**config.mk**
```make
export PLATFORM = sky130hd
export DESIGN_NAME = exc_ctrl
export DESIGN_NICKNAME = d
export VERILOG_FILES = /design/src/rtl/exc_ctrl_pkg.sv /design/src/rtl/exc_ctrl_prio_sel.sv /design/src/rtl/exc_ctrl.sv
export SDC_FILE = /design/constraint.sdc
export NUM_CORES = 1
export LEC_CHECK = 0
export BUFFER_PORTS_ARGS = -buffer_cell sky130_fd_sc_hd__buf_4
export CAP_MARGIN = 5
export CELL_PAD_IN_SITES_DETAIL_PLACEMENT = 1
export CELL_PAD_IN_SITES_GLOBAL_PLACEMENT = 1
export CORE_MARGIN = 4
export CORE_UTILIZATION = 36
export CTS_CLUSTER_SIZE = 20
export DETAILED_ROUTE_END_ITERATION = 8
export HOLD_SLACK_MARGIN = 0.1
export PLACE_DENSITY_LB_ADDON = 0.1
export SLEW_MARGIN = 20
export SYNTH_ARGS = -nofsm -noshare
export SYNTH_HDL_FRONTEND = slang
export SYNTH_SLANG_ARGS = --single-unit
```
**constraint.sdc**
```tcl
create_clock -name clk -period 3.1 [get_ports clk]
set_input_delay 0.31 -clock clk [delete_from_list [all_inputs] [get_ports clk]]
set_output_delay 0.31 -clock clk [all_outputs]
set_load 0.1 [all_outputs]
```
**src/rtl/exc_ctrl_pkg.sv**
```systemverilog
// Shared definitions for the exception controller: exception codes
// and FSM state encodings.
package exc_ctrl_pkg;

  localparam int EXC_TYPE_LENGTH = 4;

  localparam logic [EXC_TYPE_LENGTH-1:0] EXC_TYPE_NONE = 4'd0;
  localparam logic [EXC_TYPE_LENGTH-1:0] EXC_TYPE_INT  = 4'd1;
  localparam logic [EXC_TYPE_LENGTH-1:0] EXC_TYPE_SYS  = 4'd2;
  localparam logic [EXC_TYPE_LENGTH-1:0] EXC_TYPE_RI   = 4'd3;
  localparam logic [EXC_TYPE_LENGTH-1:0] EXC_TYPE_OV   = 4'd4;
  localparam logic [EXC_TYPE_LENGTH-1:0] EXC_TYPE_ERET = 4'd5;

  typedef enum logic [1:0] {
    S_IDLE   = 2'd0,
    S_COMMIT = 2'd1,
    S_FLUSH  = 2'd2,
    S_DRAIN  = 2'd3
  } state_t;

endpackage

```
**src/rtl/exc_ctrl_prio_sel.sv**
```systemverilog
// Combinational exception candidate selector: MEM > EXE > ID,
// then masked hardware interrupt at the oldest live PC.
module exc_prio_sel
  import exc_ctrl_pkg::*;
(
  input  logic [EXC_TYPE_LENGTH-1:0] exc_id,
  input  logic [EXC_TYPE_LENGTH-1:0] exc_exe,
  input  logic [EXC_TYPE_LENGTH-1:0] exc_mem,
  input  logic [31:0]                pc_if,
  input  logic [31:0]                pc_id,
  input  logic [31:0]                pc_exe,
  input  logic [31:0]                pc_mem,
  input  logic                       bubble_id,
  input  logic                       bubble_exe,
  input  logic                       bubble_mem,
  input  logic                       hard_int_pending,
  output logic                       valid,
  output logic [EXC_TYPE_LENGTH-1:0] code,
  output logic [31:0]                pc
);

  logic v_id;
  logic v_exe;
  logic v_mem;
  logic [31:0] int_pc;

  assign v_id  = (exc_id  != EXC_TYPE_NONE) && !bubble_id;
  assign v_exe = (exc_exe != EXC_TYPE_NONE) && !bubble_exe;
  assign v_mem = (exc_mem != EXC_TYPE_NONE) && !bubble_mem;

  // interrupts attach to the oldest instruction still in flight
  always_comb begin
    int_pc = pc_if;
    priority case (1'b1)
      !bubble_mem: int_pc = pc_mem;
      !bubble_exe: int_pc = pc_exe;
      !bubble_id:  int_pc = pc_id;
      default:     int_pc = pc_if;
    endcase
  end

  always_comb begin
    valid = 1'b0;
    code  = EXC_TYPE_NONE;
    pc    = 32'h0;
    priority case (1'b1)
      v_mem: begin
        valid = 1'b1;
        code  = exc_mem;
        pc    = pc_mem;
      end
      v_exe: begin
        valid = 1'b1;
        code  = exc_exe;
        pc    = pc_exe;
      end
      v_id: begin
        valid = 1'b1;
        code  = exc_id;
        pc    = pc_id;
      end
      hard_int_pending: begin
        valid = 1'b1;
        code  = EXC_TYPE_INT;
        pc    = int_pc;
      end
      default: begin
        valid = 1'b0;
      end
    endcase
  end

endmodule

```
**src/rtl/exc_ctrl.sv**
```systemverilog
// Exception controller: picks a candidate, presents it to cp0 for one
// cycle, then flushes the pipe and holds the front end while it drains.
module exc_ctrl
  import exc_ctrl_pkg::*;
#(
  parameter int DRAIN_CYCLES = 2
) (
  input  logic                       clk,
  input  logic                       rst,
  input  logic [EXC_TYPE_LENGTH-1:0] exc_id,
  input  logic [EXC_TYPE_LENGTH-1:0] exc_exe,
  input  logic [EXC_TYPE_LENGTH-1:0] exc_mem,
  input  logic [31:0]                pc_if,
  input  logic [31:0]                pc_id,
  input  logic [31:0]                pc_exe,
  input  logic [31:0]                pc_mem,
  input  logic                       bubble_id,
  input  logic                       bubble_exe,
  input  logic                       bubble_mem,
  input  logic                       hard_int_pending,
  input  logic                       int_signal,
  input  logic                       eret_signal,
  output logic [EXC_TYPE_LENGTH-1:0] exc_type,
  output logic [31:0]                exc_pc,
  output logic [3:0]                 flush,
  output logic                       stall_req,
  output logic                       busy
);

  state_t state;
  state_t next;

  logic [2:0]                 cnt;
  logic [EXC_TYPE_LENGTH-1:0] code_q;
  logic [31:0]                pc_q;

  logic                       cand;
  logic [EXC_TYPE_LENGTH-1:0] cand_code;
  logic [31:0]                cand_pc;

  exc_prio_sel u_sel (
    .exc_id           (exc_id),
    .exc_exe          (exc_exe),
    .exc_mem          (exc_mem),
    .pc_if            (pc_if),
    .pc_id            (pc_id),
    .pc_exe           (pc_exe),
    .pc_mem           (pc_mem),
    .bubble_id        (bubble_id),
    .bubble_exe       (bubble_exe),
    .bubble_mem       (bubble_mem),
    .hard_int_pending (hard_int_pending),
    .valid            (cand),
    .code             (cand_code),
    .pc               (cand_pc)
  );

  always_ff @(posedge clk) begin
    if (rst) begin
      state <= S_IDLE;
    end else begin
      state <= next;
    end
  end

  always_ff @(posedge clk) begin
    if (rst) begin
      cnt    <= 3'd0;
      code_q <= EXC_TYPE_NONE;
      pc_q   <= 32'h0;
    end else begin
      if (state == S_IDLE && cand) begin
        code_q <= cand_code;
        pc_q   <= cand_pc;
      end
      if (state == S_FLUSH) begin
        cnt <= 3'(DRAIN_CYCLES);
      end else if (state == S_DRAIN && cnt != 3'd0) begin
        cnt <= cnt - 3'd1;
      end
    end
  end

  always_comb begin
    next = state;
    unique case (state)
      S_IDLE:   next = cand ? S_COMMIT : S_IDLE;
      S_COMMIT: begin
        // cp0 refusing the exception drops straight back to IDLE
        if (int_signal || eret_signal) next = S_FLUSH;
        else                           next = S_IDLE;
      end
      S_FLUSH:  next = S_DRAIN;
      S_DRAIN:  next = (cnt <= 3'd1) ? S_IDLE : S_DRAIN;
      default:  next = S_IDLE;
    endcase
  end

  always_comb begin
    exc_type  = EXC_TYPE_NONE;
    exc_pc    = 32'h0;
    flush     = 4'b0000;
    stall_req = 1'b0;
    busy      = 1'b0;
    unique case (state)
      S_IDLE: begin
      end
      S_COMMIT: begin
        exc_type  = code_q;
        exc_pc    = pc_q;
        stall_req = 1'b1;
        busy      = 1'b1;
      end
      S_FLUSH: begin
        flush     = 4'b1111;
        stall_req = 1'b1;
        busy      = 1'b1;
      end
      S_DRAIN: begin
        stall_req = 1'b1;
        busy      = 1'b1;
      end
      default: begin
      end
    endcase
  end

endmodule

```
After elaboration in Yosys (flattened, before gate mapping)

Index checks and enable logic that the tools add are counted.

Memories: 0
Bits in read-only memories: 0
Latch bits: 0
Input bits: 148
Bits in writable memories: 0
Register bits after elaboration: 41
Output and inout bits: 42

Magnitude comparators: 1
Equality and inequality tests: 3
Reductions and logical operators: 17
Mux-type cells: 25
Multipliers: 0
Divide/modulo/power cells: 0
Bitwise operators: 0
Shift-type cells: 0
Add/subtract/negate cells: 1

Operators by type and width:

| cell                  | count |
|---|---|
| $mux W32              | 8 |
| $mux W4               | 5 |
| $reduce_bool A4 Y1    | 3 |
| $mux W2               | 4 |
| $pmux W2 S4           | 1 |
| $mux W1               | 7 |
| $logic_and A1 B1 Y1   | 5 |
| $eq A2 B2 Y1 const B  | 2 |
| $le A3 B1 Y1 const B  | 1 |
| $logic_not A1 Y1      | 3 |
| $reduce_bool A3 Y1    | 1 |
| $reduce_or A3 Y1      | 1 |
| $sub A3 B1 Y3 const B | 1 |
| $eq A2 B1 Y1 const B  | 1 |
| $logic_not A2 Y1      | 1 |
| $reduce_bool A2 Y1    | 1 |
| $reduce_or A2 Y1      | 1 |
| $logic_or A1 B1 Y1    | 1 |

Longest topological paths before layout

Gate-level depths: netlist of run 1.

Word-level depth: 7
Gate-level depth with buffers: 7
Depth with buffers taken out: 7

Cells and area by module

Synthesis of run 1 repeated with hierarchy kept, for this count alone.

Cell total of the unflattened synthesis: 520
Area, all modules: 3890.0 sq um

By module, submodules not included:

| module       | times used | area an instance (sq um) | cells each | seq. area each (sq um) |
|---|---|---|---|---|
| exc_prio_sel | 1          | 2003.2                   | 322        | 0.0 |
| exc_ctrl     | 1          | 1886.8                   | 198        | 820.8 |

Worst setup path before layout of run 1

OpenSTA, ideal clock, no wires.

Kind: register to output
From: register state[1]
To: output flush[1]
Cell stages (with the launch flop): 3
Data arrival time: 2.354 ns
Path slack: 0.436 ns
Required time: 2.790 ns
Path through: dfxtp_1 -> nor2b_1 -> buf_4

Cells in the longest elaborated chain, start to end: 2

RTL lines:

| element                | RTL line        | RTL |
|---|---|---|
| from (decl)            | exc_ctrl.sv:30  | `state_t state;` |
| from (signal assigned) | exc_ctrl.sv:62  | `state <= next;` |
| $eq A2 B2 Y1           | exc_ctrl.sv:105 | `unique case (state)` |
| $mux W4                | exc_ctrl.sv:105 |  |
| to (decl)              | exc_ctrl.sv:25  | `output logic [3:0] flush,` |

No other way between the ends.

Final worst setup path of run 1

From: input exc_id[0]
To: register pc_q[31]

Cells in the longest elaborated chain, start to end: 6
Elaborated cells on any way between the ends: 9
Classes of those cells: mux: 6; reduce/logical: 3

RTL lines:

| element               | RTL line                | RTL |
|---|---|---|
| from (decl)           | exc_ctrl.sv:10          | `input logic [EXC_TYPE_LENGTH-1:0] exc_id,` |
| $reduce_bool A4 Y1 *  | exc_ctrl_prio_sel.sv:27 | `assign v_id = (exc_id != EXC_TYPE_NONE) && !bubble_id;` |
| $logic_and A1 B1 Y1 * | exc_ctrl_prio_sel.sv:27 |  |
| $mux W1 (3 in a row)  | exc_ctrl_prio_sel.sv:46 | `priority case (1'b1)` |
| $logic_and A1 B1 Y1   | exc_ctrl.sv:72          | `if (state == S_IDLE && cand) begin` |
| to (signal assigned)  | exc_ctrl.sv:74          | `pc_q <= cand_pc;` |
| to (decl)             | exc_ctrl.sv:35          | `logic [31:0] pc_q;` |

Mark *: on every way between the ends. The rest lies on a longest branch, timed or not.
A chain may end at the register's enable or synchronous reset.

==> impl_metrics.csv, run 1 <==
group,metric,value,unit
status,status,"finished clean",
clock_tree,post-cts-setup-buffer-count,0,
final_layout,fill_cells,1358,
min_path,worst_hold_path_type,"input port to register",
clock_tree,worstSkewPairLatency,0.29,ns
floorplanning,coreArea,0.01094,mm^2
logic_synthesis,synth_edf_count,0,
floorplanning,ioPinCount,190,
logic_synthesis,ys_warn_count,0,
sta,finalMaxSlewViolations,0,
setup_path,r2r-end,"pc_q[29]",
setup_path,endpoint_kind,"register",
power_and_ir_drop,leakage,2.509,nW
logic_synthesis,yosysMostFrequentCell,"clkbuf_1",
logic_synthesis,syn_area_per_cell,7.785,um^2
logic_synthesis,ys.flop_type,"dfxtp_1",
logic_synthesis,synth_common_cells,"clkbuf_1 (42), dfxtp_1 (41), nor2_1 (41)",
logic_synthesis,synthTopCellsByArea,"dfxtp_1 (20%), a32o_1 (7.6%), mux2i_1 (7.6%)",
power_and_ir_drop,clkPwrFrac,25.6,%
final_layout,seqCellArea,820.8,um^2
power_and_ir_drop,comb_power_share,50.1,%
power_and_ir_drop,seqPwrFrac,24.3,%
sta,worst_pin_slew,0.7768,ns
final_layout,layout.nets,827,
logic_synthesis,syn_inst,523,
setup_path,crit_arrival,2.38,ns
sta,layout_setup_ws,0.9119,ns
setup_path,cp-endpoint,"pc_q[31]",
routing,num_vias,4988,
power_and_ir_drop,sw_frac_of_total,43.06,%
clock_tree,cts_tree,"done",
clock_tree,ctsHoldBuffers,0,
power_and_ir_drop,p_switching,1.167,mW
final_layout,final_layout_size_suffix_gt1_share,37.67,%
sta,final_hold_viol_count,0,
place,port_buffers,189,
sta,max_freq,0.4570,GHz
final_layout,multi_input_area,0.002985,mm^2
routing,first_pass_iters,5,
floorplanning,dieArea,0.01307,mm^2
power_and_ir_drop,p_int,1.543,mW
routing,ant_nets,0,
logic_synthesis,synth_top_area_share,20.16,%
sta,maxSlewHeadroom,48.21,%
global_route,antenna_found_initial,0,
setup_path,reg2regPathDepth,6,
setup_path,rrSetupSlack,1.17,ns
global_route,grt_usage,25.71,%
logic_synthesis,syn-cell-area,0.004071,mm^2
routing,detail_route.wl_per_cell,21.06,um
clock_tree,cts_resized,0,
global_route,gr-total-overflow,0,
logic_synthesis,yosysTopAreaCell,"dfxtp_1",
clock_tree,cts_root_buffer,"clkbuf_16",
sta,fin_tns_setup,0,ns
place,place_congestion,0.8445,
sta,skew,0.005866,ns
clock_tree,cts_max_path_buffers,2,
floorplanning,num_rows,38,
global_route,grt_pass1_wl,27210,um
global_route,grt_max_degree,71,
routing,via_per_inst,6.105,
setup_path,r2r_start,"state[1]",
logic_synthesis,ys_ff_latch,41,
clock_tree,htree_levels,2,
setup_path,crit_required,3.29,ns
logic_synthesis,ys_types,45,
sta,rsz0062_at_grt,"no",
sta,setup_viol,0,
routing,drt_iter0_drc,281,
setup_path,startpoint_type,"input port",
logic_synthesis,ys_seq_area_share,20.16,%
setup_path,cp_max_fo,33,
place,post-dp-hpwl,12000,um
routing,drc_errors,0,
logic_synthesis,synth_nets,674,
routing,totalWireLength,17200,um
setup_path,criticalPathCategory,"input port to register",
run,maxCapViolations,0,
logic_synthesis,async_flop_share,0,%
floorplanning,die_x,114.3,um
place,pre_cts_ws,0.6184,ns
setup_path,cp-startpoint,"exc_id[0]",
power_and_ir_drop,vdd_drop_max,0.2523,mV
final_layout,syn_to_final_growth,41.21,%
clock_tree,path_clk_slew,0.07,ns
power_and_ir_drop,power_per_cell_area,471.3,mW/mm^2
sta,fin_crit_sh,70.58,%
sta,fin_crit,2.188,ns
clock_tree,clock-sinks,41,
floorplanning,die_h,114.3,um
clock_tree,numCtsBuffers,5,
sta,holdWs,0.3218,ns
floorplanning,start_util,37.23,%
global_route,first_global_vias,5295,
final_layout,num_antenna_cells,0,
[metal layers]
metal / share of wire [%] / vias to the layer above / global-route usage (%)
met1: 41 / 2466 / 30.67
met2: 52 / 200 / 47.50
met3: 6.5 / 20 / 3.911
met4: 1.3 / 0 / 7.126
li1: - / 2302 / -
met5: 0 / - / 0
[sequential cells by signal, indices dropped and copies added, names as in the netlist]
| signal | cells |
|---|---|
| pc_q | 32 |
| code_q | 4 |
| cnt | 3 |
| state | 2 |
[critical path: stages]
cell and delay, ns:
buf_4 0.11, or4_1 0.59, buf_4 0.26, a21bo_4 0.37, a2111oi_4 0.31, a2111oi_1 0.10
o41ai_2 0.29
[placed cells by master (no fill, tap or decap), types with 2 or more instances in the layout]
master       n
bufinv_16    2
nor2b_1     36
nand2_1      8
a32oi_1     31
mux2i_1     31
or4_1        2
inv_1        6
a32o_1      31
a221o_1      2
o21bai_1    31
o22ai_1     31
nor3_2      30
ha_1         3
a21oi_1     39
o211ai_1     3
dfxtp_1     41
clkbuf_16    5
nor2_1      39
nor2_2       2
nor3_1       6
o21ai_0     34
and2_1      36
buf_4      204
[power groups by stage]
stage	logic (mW)	registers, mW	clock network, mW
2_1_floorplan	0.935	0.652	0
3_3_place_gp	1.33	0.666	0
3_5_place_dp	1.36	0.669	0
4_1_cts	1.36	0.659	0.702
5_1_grt	1.45	0.669	0.724
6_report	1.36	0.659	0.693
[cell type report]
type                            instances  share of cell area, %
Clock buffer                            5                  2.176
Clock inverter                          3                  1.132
Inverter                                7                 0.4570
Multi-Input combinational cell        416                  51.93
Sequential cell                        41                  14.28
Tap cell                              140                  3.047
Timing Repair Buffer                  205                  26.99
[how the worst min path moves through the flow]
| stage | start | end | slack [ns] | depth (start not counted) |
|---|---|---|---|---|
| finish | int_signal | state[1] | 0.32 | 3 |
| global placement | code_q[1] | code_q[1] | 0.44 | 2 |
| floorplan | code_q[1] | code_q[1] | 0.43 | 2 |
| global route | int_signal | state[1] | 0.37 | 3 |
| detailed placement | code_q[1] | code_q[1] | 0.45 | 2 |
| CTS | int_signal | state[1] | 0.32 | 3 |
[kinds of logic after synthesis]
| kind of cell | Yosys count | synth area share (%) |
|---|---|---|
| compound gates | 216 | 38.66 |
| simple gates | 166 | 25.35 |
| buf+inv | 66 | 7.283 |
| flops | 41 | 20.16 |
| mux | 31 | 7.621 |
| fa+ha+maj | 3 | 0.9220 |
[per-stage QoR]
step | util [%] | cells | instance area (um^2) | total power, mW
final | 52.57 | 817 | 5749 | 2.710
after detailed placement | 50.84 | 809 | 5559 | 2.024
after global placement | 50.84 | 809 | 5559 | 1.992
after global routing | 52.57 | 817 | 5749 | 2.842
after floorplan | - | 523 | 4071 | 1.587
after CTS | 52.57 | 817 | 5749 | 2.721
Power figures use the tool's default switching activity.
==> run 2, diff against run 1 <==
Settings changed: CORE_UTILIZATION 36 to 33.
Clock period 3.1 ns to 2.02 ns, I/O delays scaled along.
==> impl_metrics.csv, run 2 (synthesis gave the netlist of run 1 again) <==
group,metric,value,unit
routing,ant_nets,0,
sta,holdWs,0.2370,ns
place,port_buffers,189,
sta,layout_setup_ws,0.1089,ns
setup_path,crit_required,1.82,ns
clock_tree,worstSkewPairLatency,0.28,ns
sta,fin_tns_setup,0,ns
setup_path,cp-startpoint,"state[0]",
floorplanning,num_rows,40,
floorplanning,coreArea,0.01206,mm^2
final_layout,layout_common_cells,"buf_4 (195), dfxtp_1 (41), nor2_1 (39), a21oi_1 (39), and2_1 (36)",
sta,max_freq,0.5232,GHz
min_path,worst_hold_path_type,"input port to register",
clock_tree,path_clk_slew,0.06,ns
power_and_ir_drop,leakage,2.571,nW
setup_path,crit_arrival,1.71,ns
floorplanning,die_h,119.1,um
routing,drt_iter0_drc,285,
sta,setup_viol,0,
setup_path,cp_max_fo,14,
sta,fin_crit_sh,94.61,%
setup_path,criticalPathCategory,"register to output pin",
final_layout,final_layout_size_suffix_gt1_share,38.78,%
final_layout,multi_input_area,0.002993,mm^2
clock_tree,ctsHoldBuffers,0,
global_route,gr-total-overflow,0,
floorplanning,dieArea,0.01418,mm^2
final_layout,layout.nets,836,
global_route,first_global_vias,5293,
final_layout,syn_to_final_growth,46.40,%
routing,via_per_inst,5.710,
final_layout,top_regs,"pc_q: 32 flops, code_q: 4 flops, cnt: 3 flops",
routing,first_pass_iters,4,
sta,fin_crit,1.911,ns
power_and_ir_drop,vdd_drop_max,0.4616,mV
global_route,antenna_found_initial,0,
setup_path,startpoint_type,"register",
setup_path,endpoint_kind,"output pin",
sta,worst_pin_slew,1.028,ns
floorplanning,die_x,119.1,um
sta,skew,0.003028,ns
routing,num_vias,4876,
clock_tree,clock-sinks,41,
clock_tree,numCtsBuffers,5,
sta,maxSlewHeadroom,31.32,%
floorplanning,ioPinCount,190,
clock_tree,cts_root_buffer,"clkbuf_16",
routing,drc_errors,0,
run,maxCapViolations,0,
place,pre_cts_ws,-0.07061,ns
sta,finalMaxSlewViolations,0,
power_and_ir_drop,power_per_cell_area,692.6,mW/mm^2
global_route,grt_max_degree,47,
setup_path,r2r_start,"state[1]",
clock_tree,cts_tree,"done",
final_layout,final_common_cell,"buf_4",
clock_tree,cts_max_path_buffers,2,
sta,rsz0062_at_grt,"no",
final_layout,num_antenna_cells,0,
global_route,grt_usage,23.86,%
min_path,worstHoldStart,"int_signal",
global_route,grt_pass1_wl,27960,um
final_layout,largest_reg_flops,32,
floorplanning,start_util,33.76,%
status,status,"finished clean",
clock_tree,htree_levels,2,
final_layout,seqCellArea,820.8,um^2
final_layout,top_register,"pc_q",
place,place_congestion,0.8278,
sta,final_hold_viol_count,0,
routing,detail_route.wl_per_cell,20.62,um
place,post-dp-hpwl,13010,um
routing,totalWireLength,17610,um
final_layout,fill_cells,1489,
## run 2: cell count changes in the layout (fill, tap and decap cells not counted), sizes merged
cell | previous run | this run
clkinv | 1 | 0
buf | 205 | 214
clkinvlp | 0 | 2
bufinv | 2 | 1
clkbuf | 5 | 6
inv | 7 | 6
## run 2: layout make-up
class | count | share of cell area (%)
Multi-Input combinational cell | 416 | 50.21
Timing Repair Buffer | 214 | 29.03
Sequential cell | 41 | 13.77
Tap cell | 168 | 3.526
Clock buffer | 6 | 2.330
Clock inverter | 2 | 0.6297
Inverter | 7 | 0.5038
## run 2: final timing paths
path	to	slack (ns)	cells past startpoint
min reg2reg	code_q[1]	0.46	2
max reg2reg	pc_q[0]	0.33	6
max	exc_pc[20]	0.11	5
min	state[1]	0.24	3
## run 2: critical path, stage by stage (launching register included)
cell	delay [ns]
dfxtp_1	0.45
inv_1	0.12
nor2_2	0.11
buf_4	0.21
and2_1	0.22
buf_4	0.31
## run 2: metrics by stage
step / power (mW) / std cells / instance area (um^2) / utilization [%]
6_report: 4.129 / 854 / 5961 / 49.42
5_1_grt: 4.343 / 854 / 5961 / 49.42
4_1_cts: 4.139 / 854 / 5912 / 49.01
3_5_place_dp: 3.177 / 846 / 5736 / 47.55
3_3_place_gp: 3.127 / 846 / 5736 / 47.55
2_1_floorplan: 2.457 / 523 / 4105 / -
## run 2: where the power goes
part / internal (mW) / total, mW / leakage, nW / switching [mW]
combinational: 0.784 / 2.16 / 2.15 / 1.38
sequential: 0.941 / 1.01 / 0.340 / 0.0708
clock: 0.617 / 0.957 / 0.0831 / 0.340
total: 2.34 / 4.13 / 2.57 / 1.79
## run 2: what timing repair did
action                     4_1_cts  5_1_grt
resized for setup                0       13
hold endpoints to repair         0        0
setup endpoints to repair        0       13
buffers inserted                 0        0
## run 2: per-layer routing
layer	track usage, %	share of wire (%)
met5	0	0
met4	6.300	1.4
met3	4.226	6.5
met2	41.89	49
met1	29.97	43
==> run 3, diff against run 2 <==
Settings changed: GPL_TIMING_DRIVEN set to 1, PLACE_DENSITY set to 0.87, PLACE_DENSITY_LB_ADDON 0.1 to not set, SLEW_MARGIN 20 to 40.
==> impl_metrics.csv, run 3 (synthesis gave the netlist of run 1 again) <==
group,metric,value,unit
global_route,grt_usage,24.10,%
floorplanning,coreArea,0.01206,mm^2
setup_path,crit_arrival,1.72,ns
setup_path,startpoint_type,"register",
clock_tree,numCtsBuffers,5,
run,maxCapViolations,0,
clock_tree,cts_max_path_buffers,2,
sta,setup_viol,0,
routing,totalWireLength,17500,um
floorplanning,die_x,119.1,um
floorplanning,ioPinCount,190,
sta,fin_crit_sh,94.99,%
place,pre_cts_ws,-0.02386,ns
clock_tree,path_clk_slew,0.06,ns
place,post-dp-hpwl,13050,um
routing,num_vias,5055,
setup_path,endpoint_kind,"output pin",
setup_path,r2r_start,"state[1]",
final_layout,final_common_cell,"buf_4",
global_route,antenna_found_initial,0,
sta,worst_pin_slew,0.6061,ns
routing,drc_errors,0,
power_and_ir_drop,power_per_cell_area,664.4,mW/mm^2
sta,final_hold_viol_count,0,
place,place_congestion,0.8423,
sta,skew,0.004193,ns
min_path,worst_hold_path_type,"input port to register",
final_layout,top_register,"pc_q",
final_layout,layout.nets,838,
global_route,grt_pass1_wl,28150,um
final_layout,num_antenna_cells,0,
floorplanning,die_h,119.1,um
clock_tree,post-cts-setup-buffer-count,0,
final_layout,top_regs,"pc_q: 32 flops, code_q: 4 flops, cnt: 3 flops",
min_path,worstHoldStart,"exc_mem[3]",
global_route,grt_max_degree,39,
sta,finalMaxSlewViolations,0,
floorplanning,start_util,33.76,%
final_layout,final_layout_size_suffix_gt1_share,38.63,%
routing,detail_route.wl_per_cell,20.49,um
sta,layout_setup_ws,0.1013,ns
setup_path,cp_max_fo,18,
routing,ant_nets,0,
sta,maxSlewHeadroom,59.50,%
setup_path,reg2regPathDepth,6,
floorplanning,dieArea,0.01418,mm^2
sta,fin_crit,1.919,ns
setup_path,cp-startpoint,"state[0]",
place,port_buffers,189,
setup_path,r2r-end,"pc_q[4]",
sta,max_freq,0.5212,GHz
global_route,gr-total-overflow,0,
clock_tree,htree_levels,2,
clock_tree,worstSkewPairLatency,0.28,ns
clock_tree,cts_root_buffer,"clkbuf_16",
global_route,first_global_vias,5521,
clock_tree,cts_tree,"done",
power_and_ir_drop,vdd_drop_max,0.4184,mV
setup_path,rrSetupSlack,0.36,ns
sta,rsz0062_at_grt,"no",
power_and_ir_drop,leakage,2.565,nW
setup_path,crit_required,1.82,ns
power_and_ir_drop,finalPower,3.929,mW
setup_path,criticalPathCategory,"register to output pin",
min_path,whs_endpoint,"code_q[3]",
min_path,hold_depth,3,
sta,holdWs,0.2843,ns
clock_tree,clock-sinks,41,
routing,via_per_inst,5.919,
final_layout,layout_common_cells,"buf_4 (208), dfxtp_1 (41), nor2_1 (39), a21oi_1 (39), and2_1 (36)",
final_layout,syn_to_final_growth,45.24,%
routing,first_pass_iters,6,
sta,fin_tns_setup,0,ns
routing,drt_iter0_drc,303,
clock_tree,cts_resized,0,
floorplanning,num_rows,40,
clock_tree,ctsHoldBuffers,0,
final_layout,largest_reg_flops,32,
status,status,"finished clean",
## run 3: changes by cell type in the layout (fill, tap and decap cells not counted), sizes merged
cell,change
buf,+2
bufinv,-1
clkbuf,-1
clkinv,+1
clkinvlp,-1
## run 3: worst max-delay path, cell delays in order, from the launching register on
cell and delay (ns):
dfxtp_1 0.45, inv_1 0.12, nor2_2 0.12, buf_4 0.24, and2_1 0.20, buf_4 0.30
## run 3: metal layers
metal	vias up	track usage (%)	share of wire [%]	wire length (um)
met5	-	0	0	0
met1	2485	28.36	41	7105
met3	20	4.938	7.2	1254
met4	0	8.110	1.6	286
met2	230	43.31	51	8852
li1	2320	-	-	-
## run 3: how the worst max path moves through the flow
stage,end,slack (ns),cells past startpoint
6_report,exc_pc[16],0.10,5
3_5_place_dp,pc_q[30],-0.02,7
3_3_place_gp,pc_q[25],0.03,7
2_1_floorplan,pc_q[0],-0.02,6
5_1_grt,exc_pc[29],0.01,5
4_1_cts,exc_pc[16],0.09,5
## run 3: report_power, final
group	switching (mW)	internal [mW]
Combinational	1.38	0.780
Sequential	0.0763	0.941
Clock	0.311	0.442
Total	1.77	2.16
## run 3: through the flow
stage | area [um^2] | std cells | utilization, %
after floorplan | 4105 | 523 | -
after global placement | 5756 | 847 | 47.72
after detailed placement | 5783 | 848 | 47.95
after CTS | 5913 | 854 | 49.02
after global routing | 5913 | 854 | 49.02
final | 5913 | 854 | 49.02
## run 3: cell type report
cell class | count | area [um^2]
well taps | 168 | 210.2
multi-input cells | 416 | 2993
inverters | 7 | 30.03
repair buffers | 216 | 1729
flip-flops and latches | 41 | 820.8
fillers | 1459 | 6148
clock inverters | 1 | 5.005
clock buffers | 5 | 125.1
